`src/rtl/ibex_ibus_arb_pkg.sv`:
```
// Shared widths, defaults and ID type for the instruction-bus arbiter.
package ibex_ibus_arb_pkg;

  localparam int unsigned NumReqDefault         = 2;
  localparam int unsigned MaxOutstandingDefault = 2;
  localparam int unsigned AwDefault             = 32;

  function automatic int unsigned id_width(int unsigned num_req);
    return (num_req > 2) ? $clog2(num_req) : 1;
  endfunction

  function automatic int unsigned cnt_width(int unsigned max_outstanding);
    return $clog2(max_outstanding + 1);
  endfunction

  localparam int unsigned IdW  = id_width(NumReqDefault);
  localparam int unsigned CntW = cnt_width(MaxOutstandingDefault);

  typedef logic [IdW-1:0] ibus_id_t;

endpackage

```
`src/rtl/ibex_ibus_arbiter_if.sv`:
```
// Requester-side and instr_* bus signals of the arbiter; slave = arbiter view,
// master = surrounding requesters plus bus owner.
interface ibex_ibus_arbiter_if #(
  parameter int unsigned NUM_REQ = 2,
  parameter int unsigned AW      = 32
);
  logic [NUM_REQ-1:0]    req;
  logic [NUM_REQ*AW-1:0] addr;
  logic [NUM_REQ-1:0]    gnt;
  logic [NUM_REQ-1:0]    rvalid;
  logic [31:0]           rdata;
  logic                  err;

  logic                  instr_req;
  logic [AW-1:0]         instr_addr;
  logic                  instr_gnt;
  logic                  instr_rvalid;
  logic [31:0]           instr_rdata;
  logic                  instr_err;

  modport slave (
    input  req, addr, instr_gnt, instr_rvalid, instr_rdata, instr_err,
    output gnt, rvalid, rdata, err, instr_req, instr_addr
  );

  modport master (
    output req, addr, instr_gnt, instr_rvalid, instr_rdata, instr_err,
    input  gnt, rvalid, rdata, err, instr_req, instr_addr
  );
endinterface

```
`src/rtl/ibex_ibus_id_fifo.sv`:
```
// In-order queue of requester IDs for granted-but-unanswered fetches.
// Simultaneous push and pop is accepted even when full (pop frees the slot first).
module ibex_ibus_id_fifo
  import ibex_ibus_arb_pkg::*;
#(
  parameter int unsigned DEPTH = MaxOutstandingDefault,
  parameter type         id_t  = ibus_id_t
) (
  input  logic clk_i,
  input  logic rst_ni,
  input  logic push_i,
  input  id_t  push_id_i,
  input  logic pop_i,
  output id_t  head_o,
  output logic full_o,
  output logic empty_o
);
  localparam int unsigned PtrW = (DEPTH > 1) ? $clog2(DEPTH) : 1;
  localparam int unsigned LvlW = cnt_width(DEPTH);
  localparam logic [PtrW-1:0] LastPtr = PtrW'(DEPTH - 1);
  localparam logic [LvlW-1:0] Depth   = LvlW'(DEPTH);

  id_t             mem_q [DEPTH];
  logic [PtrW-1:0] wr_ptr_q, rd_ptr_q;
  logic [LvlW-1:0] level_q;
  logic            do_push, do_pop;

  assign empty_o = (level_q == '0);
  assign full_o  = (level_q == Depth);
  assign do_pop  = pop_i & ~empty_o;
  assign do_push = push_i & (~full_o | do_pop);
  assign head_o  = mem_q[rd_ptr_q];

  always_ff @(posedge clk_i or negedge rst_ni) begin
    if (!rst_ni) begin
      wr_ptr_q <= '0;
      rd_ptr_q <= '0;
      level_q  <= '0;
    end else begin
      if (do_push) wr_ptr_q <= (wr_ptr_q == LastPtr) ? '0 : wr_ptr_q + 1'b1;
      if (do_pop)  rd_ptr_q <= (rd_ptr_q == LastPtr) ? '0 : rd_ptr_q + 1'b1;
      if (do_push & ~do_pop)      level_q <= level_q + 1'b1;
      else if (do_pop & ~do_push) level_q <= level_q - 1'b1;
    end
  end

  always_ff @(posedge clk_i) begin
    if (do_push) mem_q[wr_ptr_q] <= push_id_i;
  end

endmodule

```
`src/rtl/ibex_ibus_arbiter.sv`:
```
// Shares the core instruction bus between NUM_REQ fetch requesters with pipelined grants.
// Round-robin by default; IBEX_IBUS_ARB_FIXED_PRIO_EN selects fixed priority (port 0 highest).
module ibex_ibus_arbiter
  import ibex_ibus_arb_pkg::*;
#(
  parameter int unsigned NUM_REQ         = NumReqDefault,
  parameter int unsigned MAX_OUTSTANDING = MaxOutstandingDefault,
  parameter int unsigned AW              = AwDefault
) (
  input  logic               clk_i,
  input  logic               rst_ni,
  ibex_ibus_arbiter_if.slave bus,
  output logic               busy_o,
  output logic               proto_err_o
);
  localparam int unsigned IdWidth  = id_width(NUM_REQ);
  localparam int unsigned CntWidth = cnt_width(MAX_OUTSTANDING);
  typedef logic [IdWidth-1:0] id_t;
  localparam logic [CntWidth-1:0] MaxCnt = CntWidth'(MAX_OUTSTANDING);

  logic [CntWidth-1:0] outst_cnt_q;
  logic                lock_q;
  id_t                 lock_id_q;
  id_t                 sel, sel_any, sel_free, head_id;
  logic [AW-1:0]       addr_sel;
  logic                grant, rsp_ok, fifo_full, fifo_empty;

  // Lowest-indexed active requester; iterating downward leaves the lowest index last.
  always_comb begin
    sel_any = '0;
    for (int i = int'(NUM_REQ) - 1; i >= 0; i--) begin
      if (bus.req[i]) sel_any = id_t'(i);
    end
  end

`ifdef IBEX_IBUS_ARB_FIXED_PRIO_EN
  assign sel_free = sel_any;
`else
  localparam id_t LastId = id_t'(NUM_REQ - 1);
  id_t  rr_ptr_q, sel_hi;
  logic found_hi;

  // Prefer requesters at or above rr_ptr; otherwise wrap to the lowest active one.
  always_comb begin
    sel_hi   = '0;
    found_hi = 1'b0;
    for (int i = int'(NUM_REQ) - 1; i >= 0; i--) begin
      if (bus.req[i] && (id_t'(i) >= rr_ptr_q)) begin
        sel_hi   = id_t'(i);
        found_hi = 1'b1;
      end
    end
  end

  assign sel_free = found_hi ? sel_hi : sel_any;

  always_ff @(posedge clk_i or negedge rst_ni) begin
    if (!rst_ni) begin
      rr_ptr_q <= '0;
    end else if (grant) begin
      rr_ptr_q <= (sel == LastId) ? '0 : sel + 1'b1;
    end
  end
`endif

  // An ungranted request must keep its address; the stored selection holds it.
  assign sel = lock_q ? lock_id_q : sel_free;

  always_comb begin
    addr_sel = '0;
    for (int i = 0; i < int'(NUM_REQ); i++) begin
      if (sel == id_t'(i)) addr_sel = bus.addr[i*AW +: AW];
    end
  end

  assign bus.instr_req  = rst_ni & (lock_q | ((|bus.req) & (outst_cnt_q < MaxCnt)));
  assign bus.instr_addr = {addr_sel[AW-1:2], 2'b00};
  assign grant          = bus.instr_req & bus.instr_gnt;
  assign rsp_ok         = rst_ni & bus.instr_rvalid & (outst_cnt_q != '0);
  assign bus.rdata      = bus.instr_rdata;
  assign bus.err        = bus.instr_err;
  assign busy_o         = (outst_cnt_q != '0) | bus.instr_req;

  always_comb begin
    bus.gnt    = '0;
    bus.rvalid = '0;
    for (int i = 0; i < int'(NUM_REQ); i++) begin
      bus.gnt[i]    = grant & (sel == id_t'(i));
      bus.rvalid[i] = rsp_ok & (head_id == id_t'(i));
    end
  end

  always_ff @(posedge clk_i or negedge rst_ni) begin
    if (!rst_ni) begin
      outst_cnt_q <= '0;
      lock_q      <= 1'b0;
      lock_id_q   <= '0;
      proto_err_o <= 1'b0;
    end else begin
      if (grant & ~rsp_ok)      outst_cnt_q <= outst_cnt_q + 1'b1;
      else if (rsp_ok & ~grant) outst_cnt_q <= outst_cnt_q - 1'b1;

      if (grant) begin
        lock_q <= 1'b0;
      end else if (bus.instr_req) begin
        lock_q    <= 1'b1;
        lock_id_q <= sel;
      end

      if ((bus.instr_rvalid & (outst_cnt_q == '0)) | (grant & fifo_full & ~rsp_ok)) begin
        proto_err_o <= 1'b1;
      end
    end
  end

  ibex_ibus_id_fifo #(
    .DEPTH (MAX_OUTSTANDING),
    .id_t  (id_t)
  ) u_id_fifo (
    .clk_i     (clk_i),
    .rst_ni    (rst_ni),
    .push_i    (grant),
    .push_id_i (sel),
    .pop_i     (rsp_ok),
    .head_o    (head_id),
    .full_o    (fifo_full),
    .empty_o   (fifo_empty)
  );

  lock_held_a: assert property (@(posedge clk_i) disable iff (!rst_ni)
    lock_q |-> bus.req[lock_id_q]);

  cnt_tracks_fifo_a: assert property (@(posedge clk_i) disable iff (!rst_ni)
    (outst_cnt_q == '0) == fifo_empty);

endmodule

```
`src/flat_wrapper.sv`:
```
// flat-port wrapper written by rule: the top's interface ports become plain ports
module ibex_ibus_arbiter_flat import ibex_ibus_arb_pkg::*;
#(
  parameter int unsigned NUM_REQ         = NumReqDefault,
  parameter int unsigned MAX_OUTSTANDING = MaxOutstandingDefault,
  parameter int unsigned AW              = AwDefault
)
  (clk_i, rst_ni, busy_o, proto_err_o, bus_req, bus_addr, bus_instr_gnt, bus_instr_rvalid, bus_instr_rdata, bus_instr_err, bus_gnt, bus_rvalid, bus_rdata, bus_err, bus_instr_req, bus_instr_addr);
  ibex_ibus_arbiter_if #(.NUM_REQ(NUM_REQ), .AW(AW)) bus_i ();
  input  logic clk_i;
  input  logic rst_ni;
  output logic busy_o;
  output logic proto_err_o;
  input wire logic [$bits(bus_i.req)-1:0] bus_req;
  input wire logic [$bits(bus_i.addr)-1:0] bus_addr;
  input wire logic [$bits(bus_i.instr_gnt)-1:0] bus_instr_gnt;
  input wire logic [$bits(bus_i.instr_rvalid)-1:0] bus_instr_rvalid;
  input wire logic [$bits(bus_i.instr_rdata)-1:0] bus_instr_rdata;
  input wire logic [$bits(bus_i.instr_err)-1:0] bus_instr_err;
  output wire logic [$bits(bus_i.gnt)-1:0] bus_gnt;
  output wire logic [$bits(bus_i.rvalid)-1:0] bus_rvalid;
  output wire logic [$bits(bus_i.rdata)-1:0] bus_rdata;
  output wire logic [$bits(bus_i.err)-1:0] bus_err;
  output wire logic [$bits(bus_i.instr_req)-1:0] bus_instr_req;
  output wire logic [$bits(bus_i.instr_addr)-1:0] bus_instr_addr;
  assign bus_i.req = bus_req;
  assign bus_i.addr = bus_addr;
  assign bus_i.instr_gnt = bus_instr_gnt;
  assign bus_i.instr_rvalid = bus_instr_rvalid;
  assign bus_i.instr_rdata = bus_instr_rdata;
  assign bus_i.instr_err = bus_instr_err;
  assign bus_gnt = bus_i.gnt;
  assign bus_rvalid = bus_i.rvalid;
  assign bus_rdata = bus_i.rdata;
  assign bus_err = bus_i.err;
  assign bus_instr_req = bus_i.instr_req;
  assign bus_instr_addr = bus_i.instr_addr;
  ibex_ibus_arbiter #(.NUM_REQ(NUM_REQ), .MAX_OUTSTANDING(MAX_OUTSTANDING), .AW(AW)) u_core (.clk_i(clk_i), .rst_ni(rst_ni), .bus(bus_i), .busy_o(busy_o), .proto_err_o(proto_err_o));
endmodule
```
`config.mk`:
```
export PLATFORM = sky130hd
export DESIGN_NAME = ibex_ibus_arbiter_flat
export DESIGN_NICKNAME = d
export VERILOG_FILES = /design/src/rtl/ibex_ibus_arb_pkg.sv /design/src/rtl/ibex_ibus_arbiter_if.sv /design/src/rtl/ibex_ibus_id_fifo.sv /design/src/rtl/ibex_ibus_arbiter.sv /design/src/flat_wrapper.sv
export SDC_FILE = /design/constraint.sdc
export NUM_CORES = 1
export LEC_CHECK = 0
export BUFFER_PORTS_ARGS = -buffer_cell sky130_fd_sc_hd__buf_2
export CAP_MARGIN = 20
export CORE_ASPECT_RATIO = 2
export CORE_MARGIN = 3
export CORE_UTILIZATION = 34
export DETAILED_ROUTE_END_ITERATION = 10
export GPL_ROUTABILITY_DRIVEN = 0
export PLACE_DENSITY = 0.83
export SYNTH_ARGS = -nofsm -noshare
export SYNTH_HDL_FRONTEND = slang
export SYNTH_HIERARCHICAL = 1
export SYNTH_SLANG_ARGS = --single-unit
```
`constraint.sdc`:
```
create_clock -name clk_i -period 3.7 [get_ports clk_i]
set_input_delay 0.37 -clock clk_i [delete_from_list [all_inputs] [get_ports clk_i]]
set_output_delay 0.37 -clock clk_i [all_outputs]
set_load 0.01 [all_outputs]
```
==> results of run 1 <==
## final cells by class
cell class | instances | area, um^2
sequential | 12 | 310.3
inverter | 8 | 30.03
clock buffer | 4 | 45.04
fill | 404 | 2223
tap | 51 | 63.81
timing repair buffer | 103 | 518.0
multi-input combinational | 77 | 773.2
## worst paths after layout
kind | from | to | slack (ns) | depth (start not counted)
worst max-delay path | u_core/lock_q | bus_instr_addr[6] | 1.25 | 5
worst min-delay path | rst_ni | u_core/u_id_fifo/level_q[1] | 0.02 | 1
worst max register to register | u_core/outst_cnt_q[1] | u_core/u_id_fifo/level_q[1] | 1.71 | 9
worst min register to register | u_core/u_id_fifo/rd_ptr_q | u_core/u_id_fifo/rd_ptr_q | 0.49 | 1
max in group asynchronous | rst_ni | u_core/lock_id_q | 3.43 | 1
min in group clk_i | bus_instr_rvalid | u_core/proto_err_o | 0.34 | 2
## stage by stage
| stage | instances | hold WS, ns | power (W) | utilization (%) | setup slack, ns |
|---|---|---|---|---|---|
| final | 255 | 0.02374 | 0.001039 | 43.91 | 1.248 |
| after CTS | 255 | 0.03348 | 0.001053 | 43.91 | 1.216 |
| after global placement | 251 | 0.2807 | 0.0009088 | 42.77 | 1.435 |
| after floorplan | 135 | 0.07441 | 0.0008191 | - | 1.948 |
| after global routing | 255 | 0.03708 | 0.001115 | 43.91 | 1.134 |
| after detailed placement | 251 | 0.2875 | 0.0009264 | 42.77 | 1.400 |
## power breakdown
part | leakage [nW] | internal (W) | total, W | switching (W)
clock network | 0.0228 | 0.0000758 | 0.000122 | 0.0000467
registers | 0.131 | 0.000191 | 0.000241 | 0.0000500
logic | 0.832 | 0.000373 | 0.000675 | 0.000302
## layer usage
layer	routed length (um)	up-vias	track usage, %
met5	0	-	0
met1	1057	526	11.10
met2	1592	99	22.60
met3	627	7	6.912
met4	47	0	5.253
li1	-	550	-
## state kept, by name, indices dropped and copies added (netlist names)
signal / count
u_core/outst_cnt_q: 2
u_core/u_id_fifo/level_q: 2
u_core/u_id_fifo/mem_q: 2
u_core/lock_id_q: 1
u_core/lock_q: 1
u_core/proto_err_o: 1
u_core/rr_ptr_q: 1
u_core/u_id_fifo/rd_ptr_q: 1
u_core/u_id_fifo/wr_ptr_q: 1
==> impl_metrics.py, run 1 <==
metrics = {
    "outcome": {
        "status": "finished clean",
    },
    "floorplanning": {
        "fp.coreArea_mm2": 0.003964,
        "die_y_um": 97.64,
        "die_x_um": 51.82,
        "start_util_pct": 36.02,
        "io_pins": 175,
        "dieArea_mm2": 0.005060,
        "rows": 32,
    },
    "clock_network": {
        "htree_levels": 1,
        "cts_tree": "yes",
        "cts_hold_buf": 0,
        "cts.clk_slew.worst_paths_ns": 0.05,
        "clock_latency_ns": 0.24,
        "cts_root_buf": "clkbuf_8",
        "cts_resized": 0,
        "cts_buffers": 3,
        "cts_buffer_depth": 2,
        "cts_sinks": 12,
        "post_cts_buffers": 0,
    },
    "timing": {
        "rsz0062_at_grt": "false",
        "max_freq_ghz": 0.4079,
        "fin_skew_ns": 0.001291,
        "slew_viol_final": 0,
        "setup_viol": 0,
        "fin_crit_sh_pct": 66.27,
        "final_hold_viol_count": 0,
        "fin_setup_tns_ns": 0,
        "layout_min_cycle_time_ns": 2.452,
    },
    "min_path": {
        "holdCritPathClass": "primary input to asynchronous set/reset pin",
    },
    "logic_synthesis": {
        "synthesis.area_mm2": 0.001428,
        "synthCells": 134,
        "ys.warnings.count": 6,
        "synth_area_per_cell_um2": 10.65,
    },
    "critical_path": {
        "arrival_ns": 2.08,
        "path_max_fanout": 30,
        "cpMaxStageDelayCell": "buf_4",
        "cp_top_family": "buffers and inverters",
        "path_buf_inv": 2,
        "setup.worst_path.class": "flip-flop to primary output",
        "crit_chain": "nand2b_4 -> o21ai_4 -> buf_4 -> mux2_2 -> buf_2",
        "end_kind": "primary output",
        "start_kind": "flip-flop",
        "worstPathRequired_ns": 3.33,
        "slowest_delay_ns": 0.48,
    },
    "pwr": {
        "power.density_mw_per_mm2": 596.9,
        "leakage_nw": 0.9861,
        "peakVddDrop_v": 0.0003868,
    },
    "global_route": {
        "grt_max_degree": 31,
        "grt_antenna_before_repair": 0,
        "grt_pass1_vias": 1152,
        "overflow": 0,
        "grt_usage_pct": 12.70,
        "grt_pass1_wl_um": 5016,
    },
    "final_layout": {
        "final_cell_mix": "buf_2, mux2_4, dfrtp_1",
        "drive_gt1_share_pct": 72.06,
        "syn2layout_area_growth_pct": 21.91,
        "mostFrequentLayoutCell": "buf_2",
        "finish.instance_area_mm2": 0.001740,
        "fin_nets": 310,
        "antenna_cells": 0,
    },
    "route": {
        "wire_per_inst_um": 13.04,
        "vias_per_cell": 4.635,
        "drt_wl_total_um": 3325,
        "drt_pass1_iterations": 3,
        "vias": 1182,
        "ant_nets": 0,
        "drc_errors": 0,
        "drtIter0Drc": 1,
    },
    "run": {
        "maxCapViolations": 0,
    },
    "placed_design": {
        "place_area_mm2": 0.001695,
        "portBuffers": 102,
        "hpwl_um": 2872,
    },
}
Power figures use the tool's default switching activity.
==> inputs of run 2 (changes only) <==
- CORE_UTILIZATION: 34 -> 30
- PLACE_DENSITY: 0.83 -> 0.78
- clock period: 3.7 -> 2 ns (I/O delays scaled with it)
==> impl_metrics.py, run 2 (synthesis results as in run 1) <==
metrics = {
    "final_layout": {
        "final_cell_mix": "buf_2, mux2_4, dfrtp_1",
        "fin_cells": 267,
        "antenna_cells": 0,
        "post-route-util_pct": 42.04,
        "mostFrequentLayoutCell": "buf_2",
        "fin_nets": 319,
        "syn2layout_area_growth_pct": 31.55,
        "drive_gt1_share_pct": 73.24,
        "reg.largest.list": "u_core/outst_cnt_q x2, u_core/u_id_fifo/level_q x2, u_core/u_id_fifo/mem_q x2",
        "finish.instance_area_mm2": 0.001878,
    },
    "floorplanning": {
        "start_util_pct": 31.96,
        "rows": 34,
        "die_y_um": 103.6,
        "die_x_um": 54.78,
        "dieArea_mm2": 0.005673,
        "fp.coreArea_mm2": 0.004467,
        "io_pins": 175,
    },
    "critical_path": {
        "arrival_ns": 1.72,
        "worstPathRequired_ns": 1.80,
        "setup.worst_path.class": "flip-flop to primary output",
        "path_max_fanout": 15,
        "start_kind": "flip-flop",
        "end_kind": "primary output",
    },
    "timing": {
        "setup_viol": 0,
        "final_hold_viol_count": 0,
        "fin_crit_sh_pct": 95.84,
        "layout_min_cycle_time_ns": 1.917,
        "fin_ws_ns": 0.08322,
        "slew_viol_final": 0,
        "fin_skew_ns": 0.002506,
        "rsz0062_at_grt": "false",
        "fin_setup_tns_ns": 0,
        "max_freq_ghz": 0.5217,
    },
    "route": {
        "vias_per_cell": 4.517,
        "vias": 1206,
        "drt_wl_total_um": 3861,
        "drc_errors": 0,
        "drt_pass1_iterations": 4,
        "wire_per_inst_um": 14.46,
        "drtIter0Drc": 20,
        "ant_nets": 0,
    },
    "pwr": {
        "peakVddDrop_v": 0.0006099,
        "seq_power_share_pct": 21.3,
        "p_comb_share_pct": 68.4,
        "switchingPower_w": 0.0007641,
        "netSwitchingFraction_pct": 36.24,
        "power.density_mw_per_mm2": 1122,
        "cell_internal_pwr_w": 0.001344,
        "leakage_nw": 1.048,
        "clockPowerShare_pct": 10.3,
    },
    "placed_design": {
        "dpl.cell_count": 258,
        "place_area_mm2": 0.001754,
        "place_ws_ns": 0.2017,
        "portBuffers": 102,
        "hpwl_um": 3360,
    },
    "clock_network": {
        "clock_latency_ns": 0.23,
        "cts_tree": "yes",
        "cts_sinks": 12,
        "cts_buffers": 3,
        "cts_buffer_depth": 2,
        "cts_root_buf": "clkbuf_8",
        "htree_levels": 1,
        "cts.clk_slew.worst_paths_ns": 0.05,
    },
    "min_path": {
        "holdCritPathClass": "primary input to flip-flop",
    },
    "global_route": {
        "grt_usage_pct": 12.70,
        "grt_pass1_wl_um": 5333,
        "grt_pass1_vias": 1144,
        "grt_antenna_before_repair": 0,
        "grt_max_degree": 16,
        "overflow": 0,
    },
    "run": {
        "maxCapViolations": 0,
    },
    "outcome": {
        "status": "finished clean",
    },
}
-- run 2: metrics by stage --
stage	hold slack, ns	power [W]
global route	0.1744	0.002282
finish	0.1727	0.002108
CTS	0.1668	0.002038
detailed placement	0.03868	0.001795
global placement	0.03826	0.001770
floorplan	-0.09559	0.001515
-- run 2: timing repair --
action / in CTS / in global routing
cloned: 0 / 1
setup buffers: 1 / 1
endpoints found under the setup margin: 2 / 29
resized for setup: 0 / 4
pin swaps: 1 / 2
hold endpoints to repair: 4 / 0
hold buffers: 2 / 0
-- run 2: cell type report --
| type | instances | area [um^2] |
|---|---|---|
| clock buffers | 3 | 41.29 |
| multi-input cells | 77 | 775.7 |
| fillers | 454 | 2589 |
| inverters | 8 | 30.03 |
| flip-flops and latches | 12 | 311.5 |
| clock inverters | 1 | 3.754 |
| repair buffers | 112 | 648.1 |
| well taps | 54 | 67.56 |
-- run 2: power by group through the flow --
stage | clock, W | sequential, W | combinational, W
4_1_cts | 0.000225 | 0.000450 | 0.00136
2_1_floorplan | 0 | 0.000428 | 0.00109
5_1_grt | 0.000234 | 0.000466 | 0.00158
6_report | 0.000216 | 0.000450 | 0.00144
3_3_place_gp | 0 | 0.000448 | 0.00132
3_5_place_dp | 0 | 0.000450 | 0.00135
-- run 2: worst max-delay path, stage by stage (launching register included) --
cell,delay (ns)
dfrtp_2,0.43
nand2b_4,0.15
o21ai_4,0.14
buf_12,0.14
buf_12,0.16
mux2_4,0.31
buf_2,0.14
-- run 2: path summary, 6_finish.rpt --
kind,from,endpoint,slack (ns),cells after the start
max,u_core/lock_q,bus_instr_addr[21],0.08,6
min,bus_instr_rvalid,u_core/proto_err_o,0.17,2
max reg2reg,u_core/outst_cnt_q[0],u_core/u_id_fifo/level_q[1],0.21,9
min reg2reg,u_core/proto_err_o,u_core/proto_err_o,0.48,2
max in group asynchronous,rst_ni,u_core/u_id_fifo/wr_ptr_q,0.92,3
min in group asynchronous,rst_ni,u_core/outst_cnt_q[0],0.47,3
-- run 2: layer usage --
metal	global-route usage [%]	routed length (um)	vias up
li1	-	-	568
met1	10.17	1028	536
met2	23.22	1950	94
met3	7.328	812	8
met4	4.278	70	0
met5	0	0	-
